==> src/rtl/way_miss_controller.sv <==
// Single-outstanding-request cache way controller: picks a hit way or a replacement
// victim, runs writeback and fill against memory, then allocates and responds.
module way_miss_controller #(
    parameter int COUNTER_WIDTH = 8,
    parameter int NUM_WAYS      = 4,
    parameter int DATA_WIDTH    = 32,
    parameter int BLOCK_SIZE    = 32,
    parameter int ADDRESS_WIDTH = 32,
    localparam int OFFSET_WIDTH = $clog2(BLOCK_SIZE),
    localparam int TAG_WIDTH    = ADDRESS_WIDTH - OFFSET_WIDTH
) (
    input  logic                              clk,
    input  logic                              rst_n,
    input  logic                              req_valid,
    output logic                              req_ready,
    input  logic                              req_write,
    input  logic [ADDRESS_WIDTH-1:0]          req_addr,
    input  logic [DATA_WIDTH-1:0]             req_wdata,
    output logic                              resp_valid,
    output logic                              resp_hit,
    output logic [DATA_WIDTH-1:0]             resp_rdata,
    input  logic [NUM_WAYS*TAG_WIDTH-1:0]     way_tag,
    input  logic [NUM_WAYS-1:0]               way_valid,
    input  logic [NUM_WAYS-1:0]               way_dirty,
    input  logic [NUM_WAYS-1:0]               way_expired,
    input  logic [NUM_WAYS*COUNTER_WIDTH-1:0] way_age,
    input  logic [NUM_WAYS*DATA_WIDTH-1:0]    way_data,
    output logic [NUM_WAYS-1:0]               way_accessed,
    output logic [COUNTER_WIDTH-1:0]          accessed_way_age,
    output logic [NUM_WAYS-1:0]               way_allocate,
    output logic [NUM_WAYS-1:0]               way_wen,
    output logic [DATA_WIDTH-1:0]             way_din,
    output logic [ADDRESS_WIDTH-1:0]          way_address,
    output logic                              mem_req_valid,
    output logic                              mem_req_write,
    output logic [ADDRESS_WIDTH-1:0]          mem_addr,
    output logic [DATA_WIDTH-1:0]             mem_wdata,
    input  logic                              mem_ready,
    input  logic                              mem_rvalid,
    input  logic [DATA_WIDTH-1:0]             mem_rdata
);

    // state     | meaning
    // IDLE      | ready for a new request
    // LOOKUP    | compare tags, capture hit way or victim
    // WRITEBACK | write dirty victim block to memory
    // FILL_REQ  | request the missing block
    // FILL_WAIT | wait for fill data
    // ALLOCATE  | install the block into the victim way
    // RESPOND   | one-cycle response strobe
    typedef enum logic [2:0] {
        IDLE, LOOKUP, WRITEBACK, FILL_REQ, FILL_WAIT, ALLOCATE, RESPOND
    } state_t;

    localparam int IDX_WIDTH = (NUM_WAYS > 1) ? $clog2(NUM_WAYS) : 1;

    state_t state_q, state_d;

    logic                     req_write_q;
    logic [ADDRESS_WIDTH-1:0] req_addr_q;
    logic [DATA_WIDTH-1:0]    req_wdata_q;
    logic                     hit_q;
    logic [IDX_WIDTH-1:0]     hit_idx_q;
    logic [IDX_WIDTH-1:0]     vic_idx_q;
    logic [TAG_WIDTH-1:0]     vic_tag_q;
    logic [DATA_WIDTH-1:0]    vic_data_q;
    logic [COUNTER_WIDTH-1:0] vic_age_q;
    logic [DATA_WIDTH-1:0]    fill_q;

    logic [TAG_WIDTH-1:0]     tag_arr  [NUM_WAYS];
    logic [COUNTER_WIDTH-1:0] age_arr  [NUM_WAYS];
    logic [DATA_WIDTH-1:0]    data_arr [NUM_WAYS];

    for (genvar g = 0; g < NUM_WAYS; g++) begin : g_unpack
        assign tag_arr[g]  = way_tag[g*TAG_WIDTH +: TAG_WIDTH];
        assign age_arr[g]  = way_age[g*COUNTER_WIDTH +: COUNTER_WIDTH];
        assign data_arr[g] = way_data[g*DATA_WIDTH +: DATA_WIDTH];
    end

    logic [TAG_WIDTH-1:0] req_tag;
    assign req_tag = req_addr_q[ADDRESS_WIDTH-1:OFFSET_WIDTH];

    logic                 hit_any, inv_any, exp_any;
    logic [IDX_WIDTH-1:0] hit_idx, inv_idx, exp_idx, age_idx, vic_idx;

    // Descending scans leave the lowest matching index in each *_idx.
    always_comb begin
        hit_any = 1'b0;
        inv_any = 1'b0;
        exp_any = 1'b0;
        hit_idx = '0;
        inv_idx = '0;
        exp_idx = '0;
        age_idx = '0;
        for (int i = NUM_WAYS - 1; i >= 0; i--) begin
            if (way_valid[i] && (tag_arr[i] == req_tag)) begin
                hit_any = 1'b1;
                hit_idx = IDX_WIDTH'(i);
            end
            if (!way_valid[i]) begin
                inv_any = 1'b1;
                inv_idx = IDX_WIDTH'(i);
            end
            if (way_expired[i]) begin
                exp_any = 1'b1;
                exp_idx = IDX_WIDTH'(i);
            end
        end
        for (int i = 1; i < NUM_WAYS; i++) begin
            if (age_arr[i] > age_arr[age_idx]) age_idx = IDX_WIDTH'(i);
        end
        vic_idx = inv_any ? inv_idx : (exp_any ? exp_idx : age_idx);
    end

    logic fill_capture;
    assign fill_capture = ((state_q == FILL_REQ) && mem_ready && mem_rvalid) ||
                          ((state_q == FILL_WAIT) && mem_rvalid);

    always_ff @(posedge clk or negedge rst_n) begin
        if (!rst_n) state_q <= IDLE;
        else        state_q <= state_d;
    end

    always_ff @(posedge clk or negedge rst_n) begin
        if (!rst_n) begin
            req_write_q <= 1'b0;
            req_addr_q  <= '0;
            req_wdata_q <= '0;
            hit_q       <= 1'b0;
            hit_idx_q   <= '0;
            vic_idx_q   <= '0;
            vic_tag_q   <= '0;
            vic_data_q  <= '0;
            vic_age_q   <= '0;
            fill_q      <= '0;
        end else begin
            if ((state_q == IDLE) && req_valid) begin
                req_write_q <= req_write;
                req_addr_q  <= req_addr;
                req_wdata_q <= req_wdata;
            end
            if (state_q == LOOKUP) begin
                hit_q      <= hit_any;
                hit_idx_q  <= hit_idx;
                vic_idx_q  <= vic_idx;
                vic_tag_q  <= tag_arr[vic_idx];
                vic_data_q <= data_arr[vic_idx];
                vic_age_q  <= age_arr[vic_idx];
            end
            if (fill_capture) fill_q <= mem_rdata;
        end
    end

    logic [NUM_WAYS-1:0]   hit_oh, vic_oh;
    logic [DATA_WIDTH-1:0] alloc_data;
    assign hit_oh     = NUM_WAYS'(1) << hit_idx_q;
    assign vic_oh     = NUM_WAYS'(1) << vic_idx_q;
    assign alloc_data = req_write_q ? req_wdata_q : fill_q;

    always_comb begin
        state_d          = state_q;
        req_ready        = 1'b0;
        resp_valid       = 1'b0;
        resp_hit         = 1'b0;
        resp_rdata       = '0;
        way_accessed     = '0;
        accessed_way_age = '0;
        way_allocate     = '0;
        way_wen          = '0;
        way_din          = '0;
        way_address      = '0;
        mem_req_valid    = 1'b0;
        mem_req_write    = 1'b0;
        mem_addr         = '0;
        mem_wdata        = '0;
        case (state_q)
            IDLE: begin
                req_ready = 1'b1;
                if (req_valid) state_d = LOOKUP;
            end
            LOOKUP: begin
                if (hit_any)                                     state_d = RESPOND;
                else if (way_valid[vic_idx] && way_dirty[vic_idx]) state_d = WRITEBACK;
                else                                             state_d = FILL_REQ;
            end
            WRITEBACK: begin
                mem_req_valid = 1'b1;
                mem_req_write = 1'b1;
                mem_addr      = {vic_tag_q, {OFFSET_WIDTH{1'b0}}};
                mem_wdata     = vic_data_q;
                if (mem_ready) state_d = FILL_REQ;
            end
            FILL_REQ: begin
                mem_req_valid = 1'b1;
                mem_addr      = {req_tag, {OFFSET_WIDTH{1'b0}}};
                if (mem_ready) state_d = mem_rvalid ? ALLOCATE : FILL_WAIT;
            end
            FILL_WAIT: begin
                if (mem_rvalid) state_d = ALLOCATE;
            end
            ALLOCATE: begin
                way_allocate     = vic_oh;
                way_wen          = vic_oh;
                way_accessed     = vic_oh;
                accessed_way_age = vic_age_q;
                way_address      = req_addr_q;
                way_din          = alloc_data;
                state_d          = RESPOND;
            end
            RESPOND: begin
                resp_valid = 1'b1;
                resp_hit   = hit_q;
                if (hit_q) begin
                    way_accessed     = hit_oh;
                    accessed_way_age = age_arr[hit_idx_q];
                    resp_rdata       = req_write_q ? req_wdata_q : data_arr[hit_idx_q];
                    if (req_write_q) begin
                        way_wen     = hit_oh;
                        way_din     = req_wdata_q;
                        way_address = req_addr_q;
                    end
                end else begin
                    resp_rdata = alloc_data;
                end
                state_d = IDLE;
            end
            default: state_d = IDLE;
        endcase
    end

endmodule
==> config.mk <==
export PLATFORM = sky130hd
export DESIGN_NAME = way_miss_controller
export DESIGN_NICKNAME = d
export VERILOG_FILES = /design/src/rtl/way_miss_controller.sv
export SDC_FILE = /design/constraint.sdc
export NUM_CORES = 1
export LEC_CHECK = 0
export CORE_AREA = 5 5 216 218
export DETAILED_ROUTE_END_ITERATION = 10
export DIE_AREA = 0 0 221 223
export PLACE_DENSITY_LB_ADDON = 0.3
export SYNTH_ARGS = -nofsm -noshare
export SYNTH_HDL_FRONTEND = slang
export SYNTH_SLANG_ARGS = --single-unit
==> constraint.sdc <==
create_clock -name clk -period 2.5 [get_ports clk]
set_input_delay 0.375 -clock clk [delete_from_list [all_inputs] [get_ports clk]]
set_output_delay 0.375 -clock clk [all_outputs]
set_load 0.02 [all_outputs]
==> impl_metrics.ini, run 1 <==
[status]
status = finished with violations
violations = negative setup slack

[placement]
dp_worst_setup_slack_ns = -3.52
hpwl_um = 53100
port_buffers = 561
place_congestion = 0.975

[synthesis]
syn-instance-count = 1330
synth_top_cell_by_area = dfrtp_1
synthArstFlopShare = 1.00
yosysWarnings = 0
ys_ff_latch = 172
synth_top_area_frac = 0.316
synth.area.top_cells = dfrtp_1 (32%), mux2i_1 (14%), mux2_2 (8.2%)
synth_edf_count = 0
yosysSeqAreaShare = 0.316
syn_area_per_cell_um2 = 10.2
synth_flop_cell = dfrtp_1
netlist_area_mm2 = 0.0136
synth_cell_types = 55

[layout]
nFillCells = 3974
nets = 2511
area_growth_pct = 78.8
layout_commonest_cell = clkdlybuf4s50_1
final_cell_mix = clkdlybuf4s50_1 (364), buf_4 (245), dfrtp_1 (167)
drive_gt1_frac = 0.403

[floorplan]
start_util = 0.304
die_w_um = 221
die_h_um = 223
core_area_mm2 = 0.0447
pin_count = 567
core.rowCount = 78
die-area_mm2 = 0.0493

[timing]
setup_slack_ns = -2.37
final-setup-viol-count = 200
timing.fmax_mhz = 205
hold_ws_ns = 0.344
maxSlewViolCount = 0
skew_ns = 0.0168
hold_violations = 0
rsz0062_at_grt = true
slew-limit-headroom = 0.524
post-route-min-period_ns = 4.87
fin_crit_sh = 1.95
worst_pin_slew_ns = 0.714

[clock_network]
insertion_delay_ns = 0.50
cts_buffer_depth = 2
numClockSinks = 172
path_clk_slew_ns = 0.07
cts-root-buf = clkbuf_16
cts_tree = built
cts_inserted_buffers = 17
cts_max_level = 4

[grt]
antenna_found_initial = 10
grt_max_degree = 59
grt_usage = 0.288
grt_pass1_wl_um = 106000
gr-total-overflow = 0
grt_pass1_vias = 15642

[flow_run]
drv_cap = 0

[power]
p_leak_nw = 10.5
peakVddDrop_v = 0.000558
cellPowerDensity_mw_per_mm2 = 898

[routing]
viasPerCell = 5.35
wl_um = 73600
firstDrtPassIters = 5
drt_iter0_markers = 1032
ant_nets = 0
remaining_drc_errors = 0
num_vias = 14583
wl_per_cell_um = 27.0

[setup_path]
crit_required_ns = 2.86
crit_type = in2reg
worstPathMaxFanout = 8
critPathCaptureType = register
arrival_ns = 5.24
crit_path_frequent_cell = ha_4
startpoint_type = primary input
cpPeakStageDelay_ns = 0.36
crit_path_top_delay_cell = o31a_1

[hold_path]
hold_path.class = in2reg
==> logic make-up after synthesis <==
group,Yosys count,synth area share
flip-flops,172,0.316
buffers and inverters,146,0.0534
multiplexers,333,0.291
adder cells (fa/ha/maj),24,0.0221
XOR/XNOR,108,0.0695
other,1,0.000276
AND/OR/NAND/NOR,341,0.120
AO/OA/AOI/OAI,205,0.128
==> what timing repair did <==
item / CTS / global route
gates resized for setup: 971 / 112
pin swaps: 78 / 25
hold endpoints to repair: 42 / 0
hold buffers: 1 / 0
endpoints found under the setup margin: 249 / 234
buffers inserted: 86 / 4
cloned: 16 / 6
==> layer usage <==
layer,global-route usage,part of all wire
met5,0,0.00064
met4,0.152,0.058
met3,0.0724,0.067
met2,0.494,0.49
met1,0.333,0.38
==> state kept, by name (all words and copies together), names as in the netlist <==
signal,flops
req_write_q,1
hit_q,1
vic_tag_q,27
fill_q,32
vic_age_q,8
req_wdata_q,32
req_addr_q,32
hit_idx_q,2
vic_idx_q,2
state_q,3
vic_data_q,32
==> path summary, 6_finish.rpt <==
kind / slack, ns / depth (start not counted) / from / to
setup reg to reg: 0.25 / 8 / req_addr_q[24]$_DFFE_PN0P_ / hit_q$_DFFE_PN0P_
hold reg to reg: 0.48 / 2 / vic_data_q[18]$_DFFE_PN0P_ / vic_data_q[18]$_DFFE_PN0P_
min in group asynchronous: 0.42 / 2 / rst_n / req_wdata_q[19]$_DFFE_PN0P_
max in group asynchronous: 1.34 / 3 / rst_n / fill_q[8]$_DFFE_PN0P_
setup / recovery: -2.37 / 30 / way_age[1] / vic_data_q[15]$_DFFE_PN0P_
hold / removal: 0.34 / 4 / way_age[7] / vic_age_q[7]$_DFFE_PN0P_
==> cell usage after synthesis (all sizes together) (36+ instances only) <==
master,n
nor2,109
a21oi,47
and2,36
buf,62
dfrtp,172
o221ai,67
clkbuf,69
nor2b,36
nand2,94
mux4,40
xnor2,60
mux2i,194
xor2,48
a22o,40
mux2,99
==> final cells by class <==
class                   instances  area (um2)  area share
diodes                          7        17.5    0.000720
inverters                      15        63.8     0.00262
clock inverters                12         160     0.00658
multi-input cells            1016        9490       0.390
repair buffers                883        9070       0.373
flip-flops and latches        172        4310       0.177
clock buffers                  19         453      0.0186
well taps                     600         751      0.0309
==> power breakdown <==
group          internal (mW)  switching (mW)  total (mW)
sequential              4.17            1.55        5.73
combinational           6.57            6.56        13.1
clock                   1.63            1.36        2.99
==> metrics by stage <==
stage | total power [mW] | setup TNS, ns | cell area, um2 | std cells | util
after floorplan | 11.9 | -169.52 | 13800 | 1334 | -
after global routing | 23.0 | -215.14 | 24300 | 2722 | 0.544
after global placement | 17.0 | -234.42 | 21400 | 2577 | 0.479
after CTS | 21.6 | -185.12 | 23800 | 2708 | 0.531
after detailed placement | 17.1 | -245.97 | 21400 | 2577 | 0.479
final | 21.9 | -185.02 | 24300 | 2724 | 0.544
==> worst max-delay path, delay by kind of cell <==
family	cells	cell delay, ns
and+or+nand+nor	4	0.52
adders and majority gates	3	0.65
muxes	1	0.19
AOI/OAI and AO/OA	14	2.46
buffers and inverters	8	1.03
No activity file was read; power rests on OpenSTA's default activity.
==> run 2: changes to the inputs <==
CORE_AREA = 5 5 220 222   (was 5 5 216 218)
DIE_AREA = 0 0 225 227   (was 0 0 221 223)
==> run 2 against run 1 <==
  * Final cell count fell by 0.40%
  * First-iteration DRC count rose by 1.7%
  * Non-clock buffer count fell by 12
  * Clock skew fell by 0.0027 ns
  * Combinational power barely moved
  * Sequential power barely moved
  * Clock power fell by 3%
  * Largest cell class unchanged
  * Setup slack got worse by 0.10 ns
  * Routed wire length rose by 1.6%
  * The flow still finishes with violations (negative setup slack)
==> impl_metrics.ini, run 2 (synthesis gave the netlist of run 1 again) <==
[layout]
layout_commonest_cell = clkdlybuf4s50_1
nets = 2499
drive_gt1_frac = 0.400
nFillCells = 4134
area.sequential_mm2 = 0.00431
multiInputGateArea_mm2 = 0.00961
area_growth_pct = 80.6
fin_cells = 2713
final_cell_mix = clkdlybuf4s50_1 (364), buf_4 (219), dfrtp_1 (167)

[grt]
grt_usage = 0.271
antenna_found_initial = 9
grt_pass1_wl_um = 102000
grt_pass1_vias = 15215
gr-total-overflow = 0
grt_max_degree = 62

[routing]
firstDrtPassIters = 8
remaining_drc_errors = 0
num_vias = 14505
drt_iter0_markers = 1050
viasPerCell = 5.35
ant_nets = 0
wl_met3_um = 6760
wl_um = 74700
topRoutingLayerUsed = met5
wl_per_cell_um = 27.5
wl_met1_um = 27200
wl_met2_um = 36500

[clock_network]
cts_inserted_buffers = 17
cts_max_level = 4
cts_tree = built
numClockSinks = 172
cts-root-buf = clkbuf_16
insertion_delay_ns = 0.50
path_clk_slew_ns = 0.07
cts_buffer_depth = 2

[setup_path]
startpoint_type = primary input
worstPathMaxFanout = 8
critPathCaptureType = register
crit_type = in2reg
crit_path_top_delay_cell = o31a_1
crit_required_ns = 2.85
arrival_ns = 5.33
startpoint = way_age[1]
crit_path_frequent_cell = buf_6
cpPeakStageDelay_ns = 0.35
r2r-start = req_addr_q[25]$_DFFE_PN0P_

[timing]
hold_violations = 0
timing.fmax_mhz = 201
setup_tns_ns = -183.87
worst_pin_slew_ns = 0.597
fin_crit_sh = 1.99
final-setup-viol-count = 185
rsz0062_at_grt = true
setup_slack_ns = -2.48
skew_ns = 0.0142
maxSlewViolCount = 0
slew-limit-headroom = 0.602
post-route-min-period_ns = 4.98

[placement]
place_congestion = 0.920
port_buffers = 561
hpwl_um = 51900
placed_cells = 2559

[floorplan]
pin_count = 567
die_w_um = 225
die-area_mm2 = 0.0511
core_area_mm2 = 0.0462
start_util = 0.295
core.rowCount = 79
die_h_um = 227

[hold_path]
hold_path.class = in2reg
min-delay-start = way_age[9]

[status]
status = finished with violations
violations = negative setup slack

[power]
p_leak_nw = 10.9
peakVddDrop_v = 0.000540
total_power_mw = 21.8
cellPowerDensity_mw_per_mm2 = 885

[flow_run]
drv_cap = 0
-- run 2: final cells by class --
cell class / instances / area share
Antenna cell: 1 / 0.000102
Sequential cell: 172 / 0.176
Clock inverter: 11 / 0.00545
Multi-Input combinational cell: 1016 / 0.391
Tap cell: 607 / 0.0309
Clock buffer: 20 / 0.0190
Timing Repair Buffer: 871 / 0.375
Inverter: 15 / 0.00260
-- run 2: per-stage QoR --
stage	util	hold WS [ns]	area [um2]	setup WS, ns
floorplan	-	0.0794	13800	-2.49
global placement	0.460	0.426	21200	-3.40
detailed placement	0.460	0.427	21200	-3.48
CTS	0.505	0.298	23300	-2.32
global route	0.532	0.336	24600	-2.67
finish	0.532	0.348	24600	-2.48
-- run 2: path summary, 6_finish.rpt --
check                      slack [ns]                        end  cells past startpoint
setup reg to reg                 0.38          hit_q$_DFFE_PN0P_                      7
setup / recovery                -2.48  vic_data_q[0]$_DFFE_PN0P_                     30
hold / removal                   0.35   vic_age_q[1]$_DFFE_PN0P_                      4
max in group asynchronous        1.27    req_write_q$_DFFE_PN0P_                      3
min in group asynchronous        0.45  vic_data_q[7]$_DFFE_PN0P_                      2
hold reg to reg                  0.48  vic_data_q[3]$_DFFE_PN0P_                      2
-- run 2: worst max-delay path, delay by kind of cell --
kind / cells / cell delay (ns)
AO/OA/AOI/OAI: 12 / 2.25
buffers and inverters: 9 / 1.13
adder cells (fa/ha/maj): 3 / 0.71
AND/OR/NAND/NOR: 5 / 0.69
multiplexers: 1 / 0.17
-- run 2: timing repair --
action	in CTS	in global routing
resized for setup	672	440
hold buffers	1	0
setup endpoints to repair	250	250
cloned	19	7
buffers inserted	79	42
endpoints found under the hold margin	57	0
pin swaps	65	81
-- run 2: power breakdown --
group / total, mW / internal (mW) / switching, mW
clock network: 2.90 / 1.56 / 1.34
logic: 13.1 / 6.58 / 6.54
registers: 5.74 / 4.17 / 1.56
total: 21.8 / 12.3 / 9.44
-- run 2: per-layer routing --
layer  vias up  track usage
met2       770        0.461
met4         6        0.142
met5         -            0
met3       176       0.0904
met1      7172        0.304
li1       6381            -
==> run 3: changes to the inputs <==
PLACE_DENSITY_LB_ADDON = unset   (was 0.3)
clock period = 4.26 ns   (was 2.5 ns; I/O delays follow)
==> run 3 against run 2 <==
  * The run still ends with negative setup slack left
  * Routed wire length down 9.0%
  * Setup slack better by 1.6 ns
  * Register-to-register slack improved by 0.97 ns
  * Via count down 7.5%
  * Non-clock buffer count down 197
  * Sequential share of layout area grew 2.3 points
  * Flip-flop and latch count unchanged
  * Sequential power shrank 41%
  * Global-route usage shrank 1.6 points
  * Die area did not move
  * First-iteration DRC count is 13% lower
  * Highest routed layer unchanged
==> impl_metrics.ini, run 3 (synthesis gave the netlist of run 1 again) <==
[timing]
maxSlewViolCount = 0
post-route-min-period_ns = 5.17
hold_ws_ns = 0.205
rsz0062_at_grt = true
skew_ns = 0.0148
setup_slack_ns = -0.907
timing.fmax_mhz = 194
fin_crit_sh = 1.21
slew-limit-headroom = 0.233
hold_violations = 0
final-setup-viol-count = 70
worst_pin_slew_ns = 1.15

[layout]
nFillCells = 4364
nets = 2303
final_cell_mix = clkdlybuf4s50_1 (532), dfrtp_1 (167), mux2i_1 (151)
area_growth_pct = 60.1
layout_commonest_cell = clkdlybuf4s50_1
drive_gt1_frac = 0.241
fin_cells = 2524

[routing]
ant_nets = 0
wl_per_cell_um = 26.9
num_vias = 13418
viasPerCell = 5.32
remaining_drc_errors = 0
drt_iter0_markers = 910
firstDrtPassIters = 5
wl_um = 68000

[setup_path]
r2r_end = vic_age_q[6]$_DFFE_PN0P_
crit_path_frequent_cell = buf_6
crit_type = in2reg
worstPathMaxFanout = 8
r2r-start = state_q[0]$_DFFE_PN0P_
critPathCaptureType = register
cpPeakStageDelay_ns = 0.31
crit_path_top_delay_cell = a2111oi_4
crit_required_ns = 4.63
r2r_slack_ns = 1.35
arrival_ns = 5.54
reg2regPathDepth = 6
startpoint_type = primary input

[power]
switching_share = 0.440
power.internal_mw = 6.46
p_clk_frac = 0.145
cellPowerDensity_mw_per_mm2 = 530
pwr-share-seq = 0.292
total_power_mw = 11.5
power_switching_mw = 5.08
peakVddDrop_v = 0.000320
p_leak_nw = 8.58
power_frac_comb = 0.563

[floorplan]
core_area_mm2 = 0.0462
die_h_um = 227
start_util = 0.295
pin_count = 567
die_w_um = 225
die-area_mm2 = 0.0511
core.rowCount = 79

[placement]
place_congestion = 0.963
hpwl_um = 51300
placed_cells = 2458
port_buffers = 561

[clock_network]
numClockSinks = 172
cts_tree = built
path_clk_slew_ns = 0.07
cts_max_level = 4
insertion_delay_ns = 0.50
cts_buffer_depth = 2
cts_inserted_buffers = 17
cts-root-buf = clkbuf_16

[grt]
grt_max_degree = 95
grt_usage = 0.255
use_met2 = 0.436
antenna_found_initial = 9
gr-total-overflow = 0
gr-max-usage-layer = met2
grtUsageMet1 = 0.297
grt_pass1_vias = 14270
grt_pass1_wl_um = 96400
met3_usage = 0.0703

[status]
status = finished with violations
violations = negative setup slack

[flow_run]
drv_cap = 0

[hold_path]
hold_path.class = in2async
[run 3: routing by layer]
metal,vias up,wire (um)
met3,121,5120
met4,6,3130
met2,635,33400
met1,6654,26300
li1,6002,-
met5,-,43
[run 3: worst max-delay path: cells and delay by family]
| family | cells | cell delay [ns] |
|---|---|---|
| simple gates | 5 | 0.89 |
| compound gates | 10 | 1.48 |
| mux | 1 | 0.23 |
| fa+ha+maj | 3 | 0.81 |
| buf+inv | 10 | 1.51 |
[run 3: how the worst max path moves through the flow]
stage	start	endpoint	slack, ns	cells past startpoint
CTS	way_age[1]	vic_age_q[1]$_DFFE_PN0P_	-0.88	30
global placement	way_age[1]	vic_tag_q[5]$_DFFE_PN0P_	-1.92	27
finish	way_age[12]	vic_age_q[7]$_DFFE_PN0P_	-0.91	29
global route	way_age[14]	vic_data_q[11]$_DFFE_PN0P_	-1.09	29
floorplan	way_age[9]	vic_tag_q[10]$_DFFE_PN0P_	-0.99	27
detailed placement	way_age[1]	vic_tag_q[5]$_DFFE_PN0P_	-2.03	26
[run 3: layout make-up]
class | instances | area, um2 | area share
diodes | 7 | 17.5 | 0.000804
clock buffers | 19 | 453 | 0.0208
clock inverters | 13 | 131 | 0.00603
inverters | 15 | 63.8 | 0.00293
multi-input cells | 1017 | 9210 | 0.423
flip-flops and latches | 172 | 4310 | 0.198
well taps | 607 | 759 | 0.0349
repair buffers | 674 | 6830 | 0.314
[run 3: repair_timing]
| action | CTS | global route |
|---|---|---|
| pin swaps | 23 | 35 |
| buffers inserted | 10 | 10 |
| setup endpoints to repair | 70 | 70 |
| gates resized for setup | 117 | 70 |
| gates cloned | 5 | 3 |
| hold buffers | 0 | 0 |
[run 3: metrics by stage]
step | util | setup TNS, ns | setup WS [ns] | area [um2]
floorplan | - | -64.80 | -0.989 | 13800
global placement | 0.439 | -128.94 | -1.92 | 20300
detailed placement | 0.439 | -137.57 | -2.03 | 20300
CTS | 0.464 | -58.00 | -0.883 | 21400
global route | 0.472 | -70.46 | -1.09 | 21800
finish | 0.472 | -57.67 | -0.907 | 21800
[run 3: power groups by stage]
stage                     logic (mW)  registers (mW)  clock network [mW]
after floorplan                 4.18            2.78                   0
after global placement          6.23            3.35                   0
after detailed placement        6.27            3.38                   0
after CTS                       6.44            3.36                1.72
after global routing            6.93            3.48                1.77
final                           6.49            3.37                1.67
